===== config.mk =====
export PLATFORM = sky130hd
export DESIGN_NAME = grid_lcd_writer_flat
export DESIGN_NICKNAME = d
export VERILOG_FILES = /design/src/rtl/dino_lcd_pkg.sv /design/src/rtl/grid_lcd_writer_if.sv /design/src/rtl/lcd_byte_tx.sv /design/src/rtl/grid_lcd_writer.sv /design/src/flat_wrapper.sv
export SDC_FILE = /design/constraint.sdc
export NUM_CORES = 1
export LEC_CHECK = 0
export ABC_CLOCK_PERIOD_IN_PS = 3000
export CORE_MARGIN = 5
export CORE_UTILIZATION = 56
export DETAILED_ROUTE_END_ITERATION = 16
export PLACE_DENSITY = 0.8
export SLEW_MARGIN = 0
export SYNTH_ARGS = -nofsm -noshare
export SYNTH_HDL_FRONTEND = slang
export SYNTH_SLANG_ARGS = --single-unit

===== constraint.sdc =====
create_clock -name clk -period 3 [get_ports clk]
set_clock_uncertainty 0.1 [all_clocks]
set_input_delay 0.45 -clock clk [delete_from_list [all_inputs] [get_ports clk]]
set_output_delay 0.45 -clock clk [all_outputs]
set_load 0.02 [all_outputs]

===== src/rtl/dino_lcd_pkg.sv =====
// rtl/dino_lcd_pkg.sv - LCD command codes, FSM state types and sequence helpers
package dino_lcd_pkg;

  localparam logic [7:0] LCD_FUNC_SET = 8'h38;
  localparam logic [7:0] LCD_DISP_ON  = 8'h0C;
  localparam logic [7:0] LCD_ENTRY    = 8'h06;
  localparam logic [7:0] LCD_CLEAR    = 8'h01;
  localparam logic [7:0] LCD_LINE1    = 8'h80;
  localparam logic [7:0] LCD_LINE2    = 8'hC0;

  // number of bytes in each sequence; the index counts bytes already launched
  localparam logic [4:0] INIT_LEN  = 5'd4;
  localparam logic [4:0] FRAME_LEN = 5'd18;

  typedef enum logic [1:0] {INIT, IDLE, FRAME} top_state_t;
  typedef enum logic [1:0] {SETUP, PULSE, HOLD} tx_state_t;

  // init command for a given position in the init sequence
  function automatic logic [7:0] init_cmd(input logic [4:0] idx);
    case (idx)
      5'd0:    return LCD_FUNC_SET;
      5'd1:    return LCD_DISP_ON;
      5'd2:    return LCD_ENTRY;
      default: return LCD_CLEAR;
    endcase
  endfunction

  // grid bit drawn by a frame data byte: positions 1..8 walk bit 15..8,
  // positions 10..17 walk bit 7..0 (positions 0 and 9 are line addresses)
  function automatic logic [3:0] frame_bit(input logic [4:0] idx);
    if (idx <= 5'd8) return 4'(5'd16 - idx);
    else             return 4'(5'd17 - idx);
  endfunction

endpackage


===== src/rtl/grid_lcd_writer_if.sv =====
// rtl/grid_lcd_writer_if.sv - 8-bit parallel HD44780 write bus
interface grid_lcd_writer_if;
  logic       lcd_rs;
  logic       lcd_rw;
  logic       lcd_e;
  logic [7:0] lcd_data;

  modport master (output lcd_rs, output lcd_rw, output lcd_e, output lcd_data);
  modport slave  (input  lcd_rs, input  lcd_rw, input  lcd_e, input  lcd_data);
endinterface


===== src/rtl/lcd_byte_tx.sv =====
// rtl/lcd_byte_tx.sv - one LCD byte write: setup, enable pulse, hold
module lcd_byte_tx
  import dino_lcd_pkg::*;
#(
  parameter int E_PULSE  = 2,
  parameter int CMD_WAIT = 4,
  parameter int CLR_WAIT = 8
) (
  input  logic       clk,
  input  logic       reset,
  input  logic       start,
  input  logic       rs_in,
  input  logic [7:0] byte_in,
  input  logic       long_wait,
  output logic       lcd_rs,
  output logic       lcd_e,
  output logic [7:0] lcd_data,
  output logic       done
);

  localparam int LONG_WAIT = CMD_WAIT + CLR_WAIT;
  localparam int MAX_CNT   = (LONG_WAIT > E_PULSE) ? LONG_WAIT : E_PULSE;
  localparam int CW        = $clog2(MAX_CNT + 1);

  localparam logic [CW-1:0] ONE        = CW'(1);
  localparam logic [CW-1:0] E_LAST     = CW'(E_PULSE - 1);
  localparam logic [CW-1:0] SHORT_LAST = CW'(CMD_WAIT - 1);
  localparam logic [CW-1:0] LONG_LAST  = CW'(LONG_WAIT - 1);

  logic          active, active_n;
  tx_state_t     st, st_n;
  logic [CW-1:0] cnt, cnt_n;
  logic          rs_q, long_q;
  logic [7:0]    data_q;
  logic [CW-1:0] hold_last;
  logic          done_i;
  logic          accept;

  assign hold_last = long_q ? LONG_LAST : SHORT_LAST;
  assign done_i    = active && (st == HOLD) && (cnt == hold_last);
  // a new byte may start while idle or on the last hold cycle, so bytes chain with no gap
  assign accept    = start && (!active || done_i);

  // state register: reset abandons any byte in flight
  always_ff @(posedge clk) begin
    if (!reset) begin
      active <= 1'b0;
      st     <= SETUP;
      cnt    <= '0;
    end else begin
      active <= active_n;
      st     <= st_n;
      cnt    <= cnt_n;
    end
  end

  // next-state: walk SETUP -> PULSE -> HOLD with a per-phase cycle counter
  always_comb begin
    active_n = active;
    st_n     = st;
    cnt_n    = cnt;
    if (accept) begin
      active_n = 1'b1;
      st_n     = SETUP;
      cnt_n    = '0;
    end else if (active) begin
      case (st)
        SETUP: begin
          st_n  = PULSE;
          cnt_n = '0;
        end
        PULSE: begin
          if (cnt == E_LAST) begin
            st_n  = HOLD;
            cnt_n = '0;
          end else begin
            cnt_n = cnt + ONE;
          end
        end
        HOLD: begin
          if (cnt == hold_last) active_n = 1'b0;
          else                  cnt_n    = cnt + ONE;
        end
        default: active_n = 1'b0;
      endcase
    end
  end

  // latch rs/data/wait length at start so they stay stable for the whole byte
  always_ff @(posedge clk) begin
    if (!reset) begin
      rs_q   <= 1'b0;
      data_q <= 8'h00;
      long_q <= 1'b0;
    end else if (accept) begin
      rs_q   <= rs_in;
      data_q <= byte_in;
      long_q <= long_wait;
    end
  end

  // outputs: enable high only during PULSE
  always_comb begin
    lcd_e    = active && (st == PULSE);
    lcd_rs   = rs_q;
    lcd_data = data_q;
    done     = done_i;
  end

endmodule


===== src/rtl/grid_lcd_writer.sv =====
// rtl/grid_lcd_writer.sv - draws the 2x8 dino grid on a character LCD
module grid_lcd_writer
  import dino_lcd_pkg::*;
#(
  parameter int         E_PULSE    = 2,
  parameter int         CMD_WAIT   = 4,
  parameter int         CLR_WAIT   = 8,
  parameter logic [7:0] DINO_CHAR  = 8'h2A,
  parameter logic [7:0] EMPTY_CHAR = 8'h20
) (
  input  logic                      clk,
  input  logic                      reset,
  input  logic [15:0]               grid,
  grid_lcd_writer_if.master         lcd,
  output logic                      busy,
  output logic                      frame_done
);

  top_state_t  state, state_n;
  logic [4:0]  idx;
  logic        kick;
  logic        dirty;
  logic [15:0] snap, shadow;
  logic        busy_q;

  logic        tx_start, tx_rs, tx_long, tx_done;
  logic [7:0]  tx_byte;
  logic        bus_rs, bus_e;
  logic [7:0]  bus_data;
  logic [4:0]  seq_len;

  lcd_byte_tx #(
    .E_PULSE  (E_PULSE),
    .CMD_WAIT (CMD_WAIT),
    .CLR_WAIT (CLR_WAIT)
  ) u_tx (
    .clk       (clk),
    .reset     (reset),
    .start     (tx_start),
    .rs_in     (tx_rs),
    .byte_in   (tx_byte),
    .long_wait (tx_long),
    .lcd_rs    (bus_rs),
    .lcd_e     (bus_e),
    .lcd_data  (bus_data),
    .done      (tx_done)
  );

  assign lcd.lcd_rs   = bus_rs;
  assign lcd.lcd_rw   = 1'b0;
  assign lcd.lcd_e    = bus_e;
  assign lcd.lcd_data = bus_data;
  assign busy         = busy_q;

  assign seq_len  = (state == INIT) ? INIT_LEN : FRAME_LEN;
  // first byte of a sequence is kicked off explicitly; the rest chain off done
  assign tx_start = (state != IDLE) && (kick || (tx_done && (idx != seq_len)));

  // state register
  always_ff @(posedge clk) begin
    if (!reset) state <= INIT;
    else        state <= state_n;
  end

  // next-state: leave a sequence when its last byte completes; redraw on change
  always_comb begin
    state_n = state;
    case (state)
      INIT:    if (tx_done && (idx == INIT_LEN)) state_n = IDLE;
      IDLE:    if (dirty || (grid != shadow))    state_n = FRAME;
      FRAME:   if (tx_done && (idx == FRAME_LEN)) state_n = IDLE;
      default: state_n = INIT;
    endcase
  end

  // outputs: byte selection for the current sequence position and frame strobe
  always_comb begin
    tx_rs      = 1'b0;
    tx_byte    = 8'h00;
    frame_done = (state == FRAME) && tx_done && (idx == FRAME_LEN);
    if (state == INIT) begin
      tx_byte = init_cmd(idx);
    end else if (state == FRAME) begin
      if (idx == 5'd0) begin
        tx_byte = LCD_LINE1;
      end else if (idx == 5'd9) begin
        tx_byte = LCD_LINE2;
      end else begin
        tx_rs   = 1'b1;
        tx_byte = snap[frame_bit(idx)] ? DINO_CHAR : EMPTY_CHAR;
      end
    end
    tx_long = !tx_rs && (tx_byte == LCD_CLEAR);
  end

  // sequencer bookkeeping: byte index, kick, frame snapshot and change tracking
  always_ff @(posedge clk) begin
    if (!reset) begin
      idx    <= 5'd0;
      kick   <= 1'b1;
      dirty  <= 1'b1;
      snap   <= 16'h0000;
      shadow <= 16'h0000;
      busy_q <= 1'b0;
    end else begin
      busy_q <= (state_n != IDLE);
      if (state_n != state) idx <= 5'd0;
      else if (tx_start)    idx <= idx + 5'd1;
      if (tx_start) kick <= 1'b0;
      if ((state == IDLE) && (state_n == FRAME)) begin
        kick   <= 1'b1;
        snap   <= grid;
        shadow <= grid;
        dirty  <= 1'b0;
      end
    end
  end

endmodule


===== src/flat_wrapper.sv =====
// flat-port wrapper written by rule: the top's interface ports become plain ports
module grid_lcd_writer_flat import dino_lcd_pkg::*;
#(
  parameter int         E_PULSE    = 2,
  parameter int         CMD_WAIT   = 4,
  parameter int         CLR_WAIT   = 8,
  parameter logic [7:0] DINO_CHAR  = 8'h2A,
  parameter logic [7:0] EMPTY_CHAR = 8'h20
)
  (clk, reset, grid, busy, frame_done, lcd_lcd_rs, lcd_lcd_rw, lcd_lcd_e, lcd_lcd_data);
  grid_lcd_writer_if lcd_i ();
  input  logic clk;
  input  logic reset;
  input  logic [15:0] grid;
  output logic busy;
  output logic frame_done;
  output wire logic [$bits(lcd_i.lcd_rs)-1:0] lcd_lcd_rs;
  output wire logic [$bits(lcd_i.lcd_rw)-1:0] lcd_lcd_rw;
  output wire logic [$bits(lcd_i.lcd_e)-1:0] lcd_lcd_e;
  output wire logic [$bits(lcd_i.lcd_data)-1:0] lcd_lcd_data;
  assign lcd_lcd_rs = lcd_i.lcd_rs;
  assign lcd_lcd_rw = lcd_i.lcd_rw;
  assign lcd_lcd_e = lcd_i.lcd_e;
  assign lcd_lcd_data = lcd_i.lcd_data;
  grid_lcd_writer #(.E_PULSE(E_PULSE), .CMD_WAIT(CMD_WAIT), .CLR_WAIT(CLR_WAIT), .DINO_CHAR(DINO_CHAR), .EMPTY_CHAR(EMPTY_CHAR)) u_core (.clk(clk), .reset(reset), .grid(grid), .lcd(lcd_i), .busy(busy), .frame_done(frame_done));
endmodule

==> results.cfg, run 1 <==
[clock_network]
clk_latency_ps = 300
clk_pin_slew_worst_paths_ps = 90
clock_path_buffers = 2
htreeDepth = 2
post-cts-setup-buffers = 0
cts_root_buf = clkbuf_8
cts_tree = yes
clkSinkCount = 43
postCtsHoldBufs = 0
cts_buffers = 5
ctsResizeCount = 0

[worst_setup_path]
reg2reg_from = u_core.idx[4]
required_ps = 2450
cp-start-kind = flop
r2r-end = u_core.u_tx.cnt[2]
r2r_cells = 6
path_class = flop to output pin
worstPathArrival_ps = 2240
reg2reg_setup_slack_ps = 500
crit_fanout = 5
endpoint_kind = output pin

[floorplanning]
dieArea_sq_mm = 0.00615
die_w_microns = 78.5
start_util_pct = 56.7
fp.coreArea_sq_mm = 0.00463
io_pins = 31
rows = 25
die_y_microns = 78.5

[pwr]
switching_share_pct = 29.0
clkPwrFrac_pct = 31.8
power_switching_uw = 351
internal_power_uw = 861
pwr-share-comb_pct = 19.1
power.density_mw_per_mm2 = 399
ir_drop_mv = 0.289
pwr-share-seq_pct = 49.1
p_leak_nw = 1.03

[logic_synthesis]
synth-main-ff-cell = dfxtp_1
synth_edf_count = 0
syn_area_sq_mm = 0.00262
avgSynthCellArea_sq_um = 8.20
synthTopCellsByArea = dfxtp_1 33%, mux2i_1 7.2%, xnor2_1 6.3%
synth_seq_cells = 43
syn_nets = 350
synth_seq_area_share_pct = 32.8
synth_top_area_share_pct = 32.8
yosysUniqueCellTypes = 54
yosys_warnings = 0
ys_async_sr_fraction_pct = 0
synthCells = 320
synth_top_area_cell = dfxtp_1

[detailed_routing]
wirelength_microns = 5530
ant_nets = 0
viasPerCell = 5.67
drt-initial-drc-count = 174
avgRoutedWirePerCell_microns = 13.8
drc_errors = 0
firstDrtPassIters = 4
vias = 2272

[placement]
gp_congestion = 0.831
numPortBuffers = 29
place_hpwl_microns = 4160
pre_cts_slack_ps = 408
placed_cells = 393

[min_path]
min_path_cells = 2
hold_class = flop to flop
hold_path_startpoint = u_core.u_tx.lcd_data[7]
min_to = u_core.u_tx.lcd_data[7]

[grt]
met2_usage_pct = 31.2
grt_pass1_wl_microns = 9510
antenna_found_initial = 0
use_met1_pct = 23.7
grt-ovfl-total = 0
grt_pass1_vias = 2160
track_usage_pct = 18.9
grt_max_degree = 27
use_met3_pct = 3.90
top_usage_layer = met2

[cells_and_area]
n_antenna_cell = 0
post-route-util_pct = 65.6
drive_gt1_share_pct = 8.65
area_growth_pct = 15.8
layout_commonest_cell = dfxtp_1
nets = 376
layout.cells.non_filler = 401
layout_common_cells = 43 x dfxtp_1, 35 x nor2_1, 35 x nand2_1

[timing]
worst_slack_ps = 206
rsz0062_at_grt = false
timing.final.crit_share_pct = 93.1
tightest_slew_ps = 544
tns_ps = 0
max_freq_ghz = 0.358
maxSlewViolCount = 0
finalSetupViolCount = 0
hold_viol = 0
slew_headroom_pct = 63.4
layout_min_cycle_time_ps = 2790

[job]
drv_cap = 0

[status]
status = finished clean
per-stage QoR:
stage                     area, sq um  hold slack (ps)  total power, mW
after floorplan                  2620              323            0.768
after global placement           2950              332            0.836
after detailed placement         2950              341            0.840
after CTS                        3040              354             1.22
after global routing             3040              370             1.27
final                            3040              350             1.21
cells by family (layout without fill, tap and decap cells):
logic type | count (synthesis) | in the layout | share of synthesized area, %
and+or+nand+nor | 127 | 127 | 23.8
AOI/OAI and AO/OA | 67 | 67 | 16.3
DFF | 43 | 43 | 32.8
buffers and inverters | 26 | 53 | 4.53
muxes | 23 | 23 | 9.39
xor gates and xnor gates | 21 | 21 | 7.30
adders and majority gates | 12 | 12 | 5.72
other | 1 | 1 | 0.143
final cells by class:
cell class,instances,area [sq um]
Inverter,10,37.5
Fill cell,404,1590
Tap cell,54,67.6
Sequential cell,43,861
Clock buffer,5,68.8
Clock inverter,3,23.8
Timing Repair Buffer,35,335
Multi-Input combinational cell,251,1640
Yosys cell counts (all sizes together) (2+ instances only):
cell and count:
a32o 2, or3 2, nor2b 9, o22ai 2, o311a 2, mux2 3, nand4 8, nand3b 2
a211oi 3, clkbuf 7, a31oi 4, nor2 35, xnor2 20, ha 12, o21ai 18, a21boi 3
o2bb2ai 2, nand4b 2, dfxtp 43, mux2i 19, nand3 12, buf 9, inv 9, nand2b 4
nand2 35, a21oi 24, nor4 2, and2 4, a31o 2, nor3 5
worst max-delay path, stage by stage, from the launching register on:
cell and delay (ps):
dfxtp_1 400, ha_1 180, nor2b_2 200, and4_4 270, nand4_1 120, nor2_1 140, clkdlybuf4s50_1 620
state kept, by name, indices dropped and copies added, names as in the netlist, 2 cells and up:
name and flops:
u_core.idx 5, u_core.snap 16, u_core.state 2, u_core.u_tx.cnt 4, u_core.u_tx.lcd_data 8, u_core.u_tx.st 2
metal layers:
layer	share of wire (%)	routed length [microns]
met1	47	2570
met5	0	0
met3	5.6	310
met4	1.8	100
met2	46	2540
worst max-delay path by stage:
stage                  startpoint                       to  slack [ps]  cells past startpoint
2_1_floorplan       u_core.idx[0]  u_core.u_tx.lcd_data[3]         570                     10
3_3_place_gp              grid[2]           u_core.snap[0]         450                      8
3_5_place_dp              grid[2]          u_core.snap[14]         410                      8
4_1_cts        u_core.u_tx.cnt[0]               frame_done         190                      6
5_1_grt        u_core.u_tx.cnt[0]               frame_done          90                      6
6_report       u_core.u_tx.cnt[0]               frame_done         210                      6
power groups by stage:
stage	clock network, mW	logic, mW	registers, mW
after CTS	0.390	0.232	0.595
after global placement	0	0.228	0.609
after global routing	0.418	0.256	0.598
final	0.385	0.232	0.595
after detailed placement	0	0.231	0.609
after floorplan	0	0.151	0.617
Note: power is estimated with default switching activity, not from simulation.
==> run 2, diff against run 1 <==
- CORE_UTILIZATION: 56 -> 57
- PLACE_DENSITY: 0.8 -> 0.81
- SYNTH_HIERARCHICAL: default -> 1
==> run 2 against run 1 <==
  * Via count is 8.6% higher
  * Combinational power increased by 13%
  * Largest cell class unchanged
  * Sequential power increased by 1%
  * First-iteration DRC count shrank 16%
==> results.cfg, run 2 <==
[logic_synthesis]
avgSynthCellArea_sq_um = 8.09
synth_common_cells = 53 x nand2_1, 43 x dfxtp_1, 33 x nor2_1
synth_edf_count = 0
syn_area_sq_mm = 0.00283
synth_top_area_share_pct = 30.4
yosys_warnings = 6
yosysUniqueCellTypes = 56
synth_seq_area_share_pct = 30.4
synth_seq_cells = 43
synthCells = 350
synthTopCellsByArea = dfxtp_1 30%, mux2i_1 9.9%, nand2_1 7.0%
synth_top_area_cell = dfxtp_1
syn_nets = 380
ys_async_sr_fraction_pct = 0
synth-main-ff-cell = dfxtp_1
synth_most_common_cell = nand2_1

[timing]
rsz0062_at_grt = false
finalSetupViolCount = 0
timing.final.crit_share_pct = 90.4
tightest_slew_ps = 624
hold_viol = 0
tns_ps = 0
max_freq_ghz = 0.369
slew_headroom_pct = 58.4
maxSlewViolCount = 0
layout_min_cycle_time_ps = 2710

[pwr]
finalPower_mw = 1.32
power.density_mw_per_mm2 = 404
p_leak_nw = 1.24
ir_drop_mv = 0.354

[grt]
antenna_found_initial = 0
track_usage_pct = 20.8
grt-ovfl-total = 0
grt_max_degree = 26
grt_pass1_wl_microns = 10700
grt_pass1_vias = 2336

[cells_and_area]
n_antenna_cell = 0
layout_commonest_cell = nand2_1
drive_gt1_share_pct = 7.98
largest_register = u_core/shadow
largest_reg_flops = 16
area_growth_pct = 15.2
layout_common_cells = 53 x nand2_1, 43 x dfxtp_1, 33 x nor2_1
post-route-util_pct = 68.2
nets = 405

[detailed_routing]
ant_nets = 0
drt-initial-drc-count = 147
wirelength_microns = 6120
viasPerCell = 5.57
firstDrtPassIters = 4
vias = 2467
avgRoutedWirePerCell_microns = 13.8
drc_errors = 0

[worst_setup_path]
crit_fanout = 12
r2r_cells = 10
critical_path.top_delay_family = simple AND/OR/NAND/NOR gates
crit_path_end = u_core/u_tx/lcd_data[1]
required_ps = 3140
reg2reg_setup_slack_ps = 290
worstPathBufferInverterCount = 1
endpoint_kind = flop
path_cells = inv_1 -> ha_1 -> nand2b_1 -> a211o_1 -> o21a_2 -> or4b_1 -> a21o_1 -> nand3_1 -> nand2_1 -> mux2i_1
path_class = flop to flop
cp-start-kind = flop
crit_start = u_core/idx[1]
worstPathArrival_ps = 2850
r2r-end = u_core/u_tx/lcd_data[1]
reg2reg_from = u_core/idx[1]
cpMaxStageDelayCell = or4b_1
cp_num_cells = 10
max_stage_delay_ps = 480

[floorplanning]
rows = 25
die_w_microns = 80.5
dieArea_sq_mm = 0.00648
die_y_microns = 80.5
fp.coreArea_sq_mm = 0.00479
io_pins = 31
start_util_pct = 59.2

[clock_network]
clock_path_buffers = 2
clk_pin_slew_worst_paths_ps = 90
post-cts-setup-buffers = 0
clk_latency_ps = 300
cts_buffers = 5
clkSinkCount = 43
cts_tree = yes
htreeDepth = 2
cts_root_buf = clkbuf_8

[placement]
place_hpwl_microns = 4560
gp_congestion = 0.888
numPortBuffers = 29

[job]
drv_cap = 0

[status]
status = finished clean

[min_path]
hold_class = flop to flop
## run 2: cell types whose count changed in the layout (fill, tap and decap cells not counted), moves of 6 or more
cell      previous run  this run
o21ai_0             17         6
nand3_1             12         4
o221ai_1             0         6
nand2_1             35        53
xor2_1               1        18
mux2i_1             19        28
xnor2_1             19         3
## run 2: worst register-to-register path, stage by stage (launching register included)
cell	delay, ps
dfxtp_1	390
inv_1	170
ha_1	430
nand2b_1	140
a211o_1	330
o21a_2	150
or4b_1	480
a21o_1	200
nand3_1	70
nand2_1	60
mux2i_1	130
## run 2: routing by layer
layer	vias to the layer above	routed length [microns]	global-route usage [%]
met2	37	3000	35.2
met5	-	0	0
met1	1161	2800	26.2
met3	8	226	3.92
li1	1261	-	-
met4	0	93	7.09
## run 2: report_power, final
group | leakage [nW] | total [mW] | internal, mW | switching, mW
clock | 0.0581 | 0.456 | 0.248 | 0.208
combinational | 0.837 | 0.261 | 0.123 | 0.139
sequential | 0.349 | 0.602 | 0.588 | 0.0144
## run 2: how the worst min path moves through the flow
stage | from | endpoint | cells past startpoint
finish | u_core/u_tx/lcd_data[5] | u_core/u_tx/lcd_data[5] | 2
global route | u_core/u_tx/lcd_data[3] | u_core/u_tx/lcd_data[3] | 2
CTS | u_core/u_tx/lcd_data[1] | u_core/u_tx/lcd_data[1] | 2
detailed placement | u_core/u_tx/lcd_data[6] | u_core/u_tx/lcd_data[6] | 2
global placement | u_core/dirty | u_core/dirty | 2
floorplan | u_core/dirty | u_core/dirty | 2
## run 2: stage by stage
stage               cells  setup slack, ps  hold slack (ps)  cell area [sq um]
global route          443             99.4              381               3260
CTS                   443              261              363               3260
detailed placement    435              292              350               3150
global placement      435              317              336               3150
floorplan             350              526              323               2830
finish                443              288              361               3260
## run 2: cell families (layout without fill, tap and decap cells)
group | after synthesis | after routing | share of synthesized area [%]
adders and majority gates | 12 | 12 | 5.30
xor gates and xnor gates | 22 | 22 | 7.07
AOI/OAI and AO/OA | 67 | 67 | 16.8
other | 1 | 1 | 0.132
DFF | 43 | 43 | 30.4
muxes | 29 | 29 | 10.3
and+or+nand+nor | 142 | 142 | 23.9
buffers and inverters | 34 | 60 | 6.05
## run 2: timing repair
item,in CTS,in global routing
hold buffers,0,0
hold endpoints to repair,0,0
gates resized for setup,1,1
setup endpoints to repair,1,1
gates cloned,0,0
## run 2: cell type report
cell class / instances / area (sq um)
Clock buffer: 5 / 68.8
Clock inverter: 3 / 43.8
Fill cell: 409 / 1520
Inverter: 16 / 60.1
Multi-Input combinational cell: 273 / 1800
Sequential cell: 43 / 861
Tap cell: 67 / 83.8
Timing Repair Buffer: 36 / 342
